### src/rtl/speed_level_pkg.sv
// Shared types for the operator speed-level controller: level width,
// level type and the per-button auto-repeat state encoding.
package speed_level_pkg;

    localparam int LVL_W = 4;

    typedef logic [LVL_W-1:0] level_t;

    typedef enum logic [1:0] {
        RPT_IDLE,
        RPT_DELAY,
        RPT_REPEAT
    } rpt_state_e;

endpackage

### src/rtl/btn_debounce.sv
// Button conditioner: 2-flop synchroniser, counting debouncer holding the
// accepted stable value, and a rising-edge detector on that stable value.
module btn_debounce #(
    parameter int DEB_CNT = 1000000
) (
    input  logic Clk,
    input  logic Rst,
    input  logic Raw,
    output logic Stable,
    output logic Rise
);

    localparam int CNT_W = (DEB_CNT > 1) ? $clog2(DEB_CNT) : 1;
    localparam logic [CNT_W-1:0] CNT_LAST = CNT_W'(DEB_CNT - 1);

    logic             r_sync1;
    logic             r_sync2;
    logic             r_stable;
    logic             r_stableD;
    logic [CNT_W-1:0] r_cnt;

    // Bring the asynchronous button into the clock domain.
    always_ff @(posedge Clk or negedge Rst) begin
        if (!Rst) begin
            r_sync1 <= 1'b0;
            r_sync2 <= 1'b0;
        end else begin
            r_sync1 <= Raw;
            r_sync2 <= r_sync1;
        end
    end

    // Accept a new value only after it has differed from the stable one for DEB_CNT cycles.
    always_ff @(posedge Clk or negedge Rst) begin
        if (!Rst) begin
            r_stable <= 1'b0;
            r_cnt    <= '0;
        end else if (r_sync2 == r_stable) begin
            r_cnt <= '0;
        end else if (r_cnt == CNT_LAST) begin
            r_stable <= r_sync2;
            r_cnt    <= '0;
        end else begin
            r_cnt <= r_cnt + 1'b1;
        end
    end

    // Delayed copy of the stable value for edge detection.
    always_ff @(posedge Clk or negedge Rst) begin
        if (!Rst) begin
            r_stableD <= 1'b0;
        end else begin
            r_stableD <= r_stable;
        end
    end

    assign Stable = r_stable;
    assign Rise   = r_stable & ~r_stableD;

endmodule

### src/rtl/speed_level_ctrl.sv
// Operator speed-level controller: debounced Up/Down buttons step a
// saturating 4-bit level that feeds the modulated clock divider.
// Optional auto-repeat while a button is held: define SPEED_LEVEL_AUTOREPEAT_EN.
module speed_level_ctrl
    import speed_level_pkg::*;
#(
    parameter int DEB_CNT  = 1000000,
    parameter int LVL_INIT = 1,
    parameter int LVL_MIN  = 1,
    parameter int LVL_MAX  = 15,
    parameter int REP_DLY  = 50000000,
    parameter int REP_RATE = 10000000
) (
    input  logic   Clk,
    input  logic   Rst,
    input  logic   BtnUp,
    input  logic   BtnDn,
    input  logic   Hold,
    output level_t Level,
    output logic   LevelChg,
    output logic   AtMax,
    output logic   AtMin
);

    localparam level_t L_INIT = level_t'(LVL_INIT);
    localparam level_t L_MIN  = level_t'(LVL_MIN);
    localparam level_t L_MAX  = level_t'(LVL_MAX);

    // Index 0 is the Up button, index 1 the Down button.
    logic [1:0] w_stable;
    logic [1:0] w_rise;
    logic       w_upReq;
    logic       w_dnReq;

    level_t     r_level;
    logic       r_levelChg;
    logic       r_atMax;
    logic       r_atMin;
    level_t     w_nextLevel;
    logic       w_change;

    btn_debounce #(.DEB_CNT(DEB_CNT)) u_debUp (
        .Clk    (Clk),
        .Rst    (Rst),
        .Raw    (BtnUp),
        .Stable (w_stable[0]),
        .Rise   (w_rise[0])
    );

    btn_debounce #(.DEB_CNT(DEB_CNT)) u_debDn (
        .Clk    (Clk),
        .Rst    (Rst),
        .Raw    (BtnDn),
        .Stable (w_stable[1]),
        .Rise   (w_rise[1])
    );

`ifdef SPEED_LEVEL_AUTOREPEAT_EN
    localparam int RPT_MAX = (REP_DLY > REP_RATE) ? REP_DLY : REP_RATE;
    localparam int RCW     = (RPT_MAX > 1) ? $clog2(RPT_MAX) : 1;
    localparam logic [RCW-1:0] DLY_LAST  = RCW'(REP_DLY - 1);
    localparam logic [RCW-1:0] RATE_LAST = RCW'(REP_RATE - 1);

    rpt_state_e     r_rptState   [2];
    rpt_state_e     w_rptNext    [2];
    logic [RCW-1:0] r_rptCnt     [2];
    logic [RCW-1:0] w_rptCntNext [2];
    logic [1:0]     w_rptPulse;

    // Repeat FSM state and counter registers, one set per button.
    always_ff @(posedge Clk or negedge Rst) begin
        if (!Rst) begin
            for (int i = 0; i < 2; i++) begin
                r_rptState[i] <= RPT_IDLE;
                r_rptCnt[i]   <= '0;
            end
        end else begin
            for (int i = 0; i < 2; i++) begin
                r_rptState[i] <= w_rptNext[i];
                r_rptCnt[i]   <= w_rptCntNext[i];
            end
        end
    end

    // The delay expiry itself issues the first repeat step, then one every REP_RATE cycles.
    always_comb begin
        w_rptPulse = 2'b00;
        for (int i = 0; i < 2; i++) begin
            w_rptNext[i]    = r_rptState[i];
            w_rptCntNext[i] = r_rptCnt[i];
            case (r_rptState[i])
                RPT_IDLE: begin
                    if (w_rise[i]) begin
                        w_rptNext[i]    = RPT_DELAY;
                        w_rptCntNext[i] = '0;
                    end
                end
                RPT_DELAY: begin
                    if (r_rptCnt[i] == DLY_LAST) begin
                        w_rptNext[i]    = RPT_REPEAT;
                        w_rptCntNext[i] = '0;
                        w_rptPulse[i]   = 1'b1;
                    end else begin
                        w_rptCntNext[i] = r_rptCnt[i] + 1'b1;
                    end
                end
                RPT_REPEAT: begin
                    if (r_rptCnt[i] == RATE_LAST) begin
                        w_rptCntNext[i] = '0;
                        w_rptPulse[i]   = 1'b1;
                    end else begin
                        w_rptCntNext[i] = r_rptCnt[i] + 1'b1;
                    end
                end
                default: begin
                    w_rptNext[i]    = RPT_IDLE;
                    w_rptCntNext[i] = '0;
                end
            endcase
            if (!w_stable[i]) begin
                w_rptNext[i]    = RPT_IDLE;
                w_rptCntNext[i] = '0;
                w_rptPulse[i]   = 1'b0;
            end
        end
    end

    assign w_upReq = w_rise[0] | w_rptPulse[0];
    assign w_dnReq = w_rise[1] | w_rptPulse[1];
`else
    assign w_upReq = w_rise[0];
    assign w_dnReq = w_rise[1];
`endif

    // Saturating step decision; bounds are checked before stepping so no wrap can occur.
    always_comb begin
        w_nextLevel = r_level;
        w_change    = 1'b0;
        if (!Hold) begin
            if (w_upReq && !w_dnReq && (r_level < L_MAX)) begin
                w_nextLevel = r_level + 1'b1;
                w_change    = 1'b1;
            end else if (w_dnReq && !w_upReq && (r_level > L_MIN)) begin
                w_nextLevel = r_level - 1'b1;
                w_change    = 1'b1;
            end
        end
    end

    // Level register with change pulse and bound flags updated in the same cycle.
    always_ff @(posedge Clk or negedge Rst) begin
        if (!Rst) begin
            r_level    <= L_INIT;
            r_levelChg <= 1'b0;
            r_atMax    <= (L_INIT == L_MAX);
            r_atMin    <= (L_INIT == L_MIN);
        end else begin
            r_level    <= w_nextLevel;
            r_levelChg <= w_change;
            r_atMax    <= (w_nextLevel == L_MAX);
            r_atMin    <= (w_nextLevel == L_MIN);
        end
    end

    assign Level    = r_level;
    assign LevelChg = r_levelChg;
    assign AtMax    = r_atMax;
    assign AtMin    = r_atMin;

endmodule

### config.mk
export PLATFORM = sky130hd
export DESIGN_NAME = speed_level_ctrl
export DESIGN_NICKNAME = d
export VERILOG_FILES = /design/src/rtl/speed_level_pkg.sv /design/src/rtl/btn_debounce.sv /design/src/rtl/speed_level_ctrl.sv
export SDC_FILE = /design/constraint.sdc
export NUM_CORES = 1
export LEC_CHECK = 0
export CAP_MARGIN = 20
export CORE_MARGIN = 10
export CORE_UTILIZATION = 55
export CTS_BUF_LIST = sky130_fd_sc_hd__clkbuf_8 sky130_fd_sc_hd__clkbuf_16
export DETAILED_ROUTE_END_ITERATION = 7
export HOLD_SLACK_MARGIN = 0.1
export PLACE_DENSITY = 0.74
export SKIP_LAST_GASP = 1
export SLEW_MARGIN = 25
export SYNTH_ARGS = -nofsm -noshare
export SYNTH_HDL_FRONTEND = slang
export SYNTH_SLANG_ARGS = --single-unit
### constraint.sdc
create_clock -name Clk -period 5.5 [get_ports Clk]
set_clock_uncertainty 0.2 [all_clocks]
set_input_delay 1.65 -clock Clk [delete_from_list [all_inputs] [get_ports Clk]]
set_output_delay 1.65 -clock Clk [all_outputs]
set_load 0.01 [all_outputs]
==> run_results.csv <==
group,metric,value,unit
worst_hold_path,hold_path.class,"flip-flop to flip-flop",
placement,gp_congestion,0.7990,
logic_synthesis,synth_edf_count,0,
critical_path,max_stage_delay,630,ps
logic_synthesis,synth.area.mux_share,0.01616,
logic_synthesis,synth_area_leaders,"dfrtp_1 50%, xnor2_1 10%, nor2_1 8.0%",
detailed_routing,via_per_inst,5.380,
pwr,p_leak,1.198,nW
floorplanning,fp-row-count,25,
detailed_routing,drt-total-wl,4.281,mm
logic_synthesis,synth_compound_area_frac,0.04135,
critical_path,start_kind,"flip-flop",
final_layout,syn2layout_area_growth,10.12,%
critical_path,cp_cell_sequence,"clkdlybuf4s50_1",
status,status,"complete, no violations",
grt,antenna_found_initial,0,
critical_path,worstPathMaxFanout,9,
cts,cts_tree,"done",
critical_path,worst-endpoint-required,3650,ps
cts,cts.htree.levels,2,
cts,cts_root_buf,"clkbuf_8",
pwr,power_density,265.1,nW/um^2
final_layout,final_util,0.6179,
placement,portBuffers,11,
critical_path,critical_path_buf_inv_count,1,
detailed_routing,route.met3.wl,105,um
detailed_routing,drt_pre_antenna_iters,4,
critical_path,critPathKind,"flip-flop to output port",
cts,ctsLongestPathBuffers,2,
logic_synthesis,synthCells,257,
flow_run,maxCapViolCount,0,
logic_synthesis,ys_seq_area_frac,0.5238,
cts,ctsHoldBuffers,0,
pwr,irDropWorstVdd,0.0001483,V
logic_synthesis,avgSynthCellArea,10.24,um^2
cts,worst_skew_pair.late_latency,300,ps
detailed_routing,drt_iter0_drc,58,
grt,grt_remaining_overflow,0,
critical_path,critPathTopFamily,"flip-flops",
grt,grt_pass1_wl,7.755,mm
critical_path,arrival,1500,ps
detailed_routing,dr_total_vias,1754,
sta,tns,0,ps
detailed_routing,drc,0,
detailed_routing,drt.antenna.violating_nets,0,
logic_synthesis,ys.flop_type,"dfrtp_1",
detailed_routing,dr.max_layer_used,"met4",
cts,numCtsBuffers,5,
floorplanning,die_w,89.19,um
floorplanning,die_h,89.19,um
logic_synthesis,async_flop_share,1.000,
sta,fin_crit_sh,0.6087,
final_layout,fin_nets,281,
floorplanning,ioPinCount,12,
detailed_routing,wl_met1,2.119,mm
placement,dp_cells,318,
sta,relSlewSlack,0.5518,
logic_synthesis,yosys.cell_count.top_type,"nor2_1",
cts,post-cts-setup-buffer-count,0,
grt,grt_pass1_vias,1784,
sta,setup_violations,0,
logic_synthesis,synth-seq-cells,55,
sta,slew_viol_final,0,
detailed_routing,met2_length,2.004,mm
logic_synthesis,ys.warnings.count,0,
sta,finalHoldViolCount,0,
logic_synthesis,yosysUniqueCellTypes,42,
final_layout,fill_cells,387,
logic_synthesis,synth_area,2633,um^2
final_layout,drive_gt1_frac,0.06618,
cts,clk_pin_slew,90,ps
floorplanning,dieArea,7954,um^2
sta,rsz0062_at_grt,"false",
final_layout,layoutNonFillerInstCount,326,
critical_path,end_kind,"output port",
logic_synthesis,yosys.area.top_type_share,0.5038,
logic_synthesis,synth_commonest_cells,"56 x nor2_1, 53 x dfrtp_1, 30 x xnor2_1",
grt,grt_max_degree,35,
floorplanning,start_util,0.5611,
detailed_routing,wire_per_inst,13.13,um
logic_synthesis,synthSimpleGateAreaFrac,0.2329,
cts,cts_sinks,55,
logic_synthesis,syn_nets,267,
sta,tightest_slew,672.4,ps
critical_path,cp_slowest_cell,"dfstp_2",
floorplanning,coreArea,4692,um^2
logic_synthesis,synth_top_family_by_area,"simple AND/OR/NAND/NOR gates",
placement,dp_hpwl,2.982,mm
critical_path,r2r_slack,3190,ps
logic_synthesis,synth_top_area_cell,"dfrtp_1",
final_layout,diodes,0,
logic_synthesis,synth-adder-area-share,0.02376,
sta,max_freq,298.7,MHz
sta,timing.final.crit_period,3348,ps
grt,grt_usage,0.1221,
cts,cts_resized,0,
logic_synthesis,synth-xor-area-share,0.1364,
[report_power, final]
group | internal, mW | total [mW] | switching, mW
Combinational | 0.0344 | 0.0763 | 0.0419
Clock | 0.136 | 0.262 | 0.127
Sequential | 0.415 | 0.430 | 0.0151
[metal layers]
layer / up-vias / GRT usage
met5: - / 0
met4: 0 / 0.05202
met3: 6 / 0.02279
met2: 12 / 0.2066
met1: 839 / 0.1484
li1: 897 / -
[cell usage in the layout, fill, tap and decap left out, types with 4 or more instances in the layout]
| master | n |
|---|---|
| dfrtp_1 | 53 |
| and3_1 | 4 |
| xor2_1 | 11 |
| ha_1 | 5 |
| nor4_1 | 6 |
| xnor2_1 | 30 |
| nand4_1 | 4 |
| nand2_1 | 11 |
| inv_1 | 10 |
| nor2_1 | 56 |
| nor3_1 | 8 |
| clkbuf_8 | 5 |
| clkdlybuf4s50_1 | 10 |
| and4_1 | 4 |
| nand3_1 | 17 |
[per-stage QoR]
| stage | cell area (um^2) | hold WS, ps | setup WS, ps | power (mW) |
|---|---|---|---|---|
| after floorplan | 2633 | 131.2 | 2811 | 0.4822 |
| after global routing | 2899 | 165.4 | 2095 | 0.8028 |
| after CTS | 2899 | 163.1 | 2135 | 0.7769 |
| after detailed placement | 2786 | 140.4 | 2141 | 0.5149 |
| after global placement | 2786 | 135.7 | 2169 | 0.5132 |
| final | 2899 | 161.0 | 2152 | 0.7685 |
[layout make-up]
type / instances / area, um^2 / share of cell area
Timing Repair Buffer: 12 / 112.6 / 0.03884
Inverter: 11 / 41.29 / 0.01424
Tap cell: 54 / 67.56 / 0.02331
Sequential cell: 55 / 1379 / 0.4756
Multi-Input combinational cell: 186 / 1186 / 0.4092
Clock inverter: 3 / 43.79 / 0.01511
Clock buffer: 5 / 68.82 / 0.02374
[cell families after synthesis]
family,after synthesis
compound gates,12
xor+xnor,41
fa+ha+maj,5
buf+inv,16
flops,55
mux,4
simple gates,124
[worst paths after layout]
path | depth (start not counted) | end | from
max | 1 | Level[0] | Level[0]
min | 0 | u_debUp.r_sync2 | u_debUp.r_sync1
max reg2reg | 4 | u_debDn.r_cnt[5] | u_debDn.r_cnt[11]
min reg2reg | 0 | u_debUp.r_sync2 | u_debUp.r_sync1
max in group asynchronous | 2 | Level[0] | Rst
min in group asynchronous | 1 | Level[1] | Rst
(Power assumes the default switching activity.)
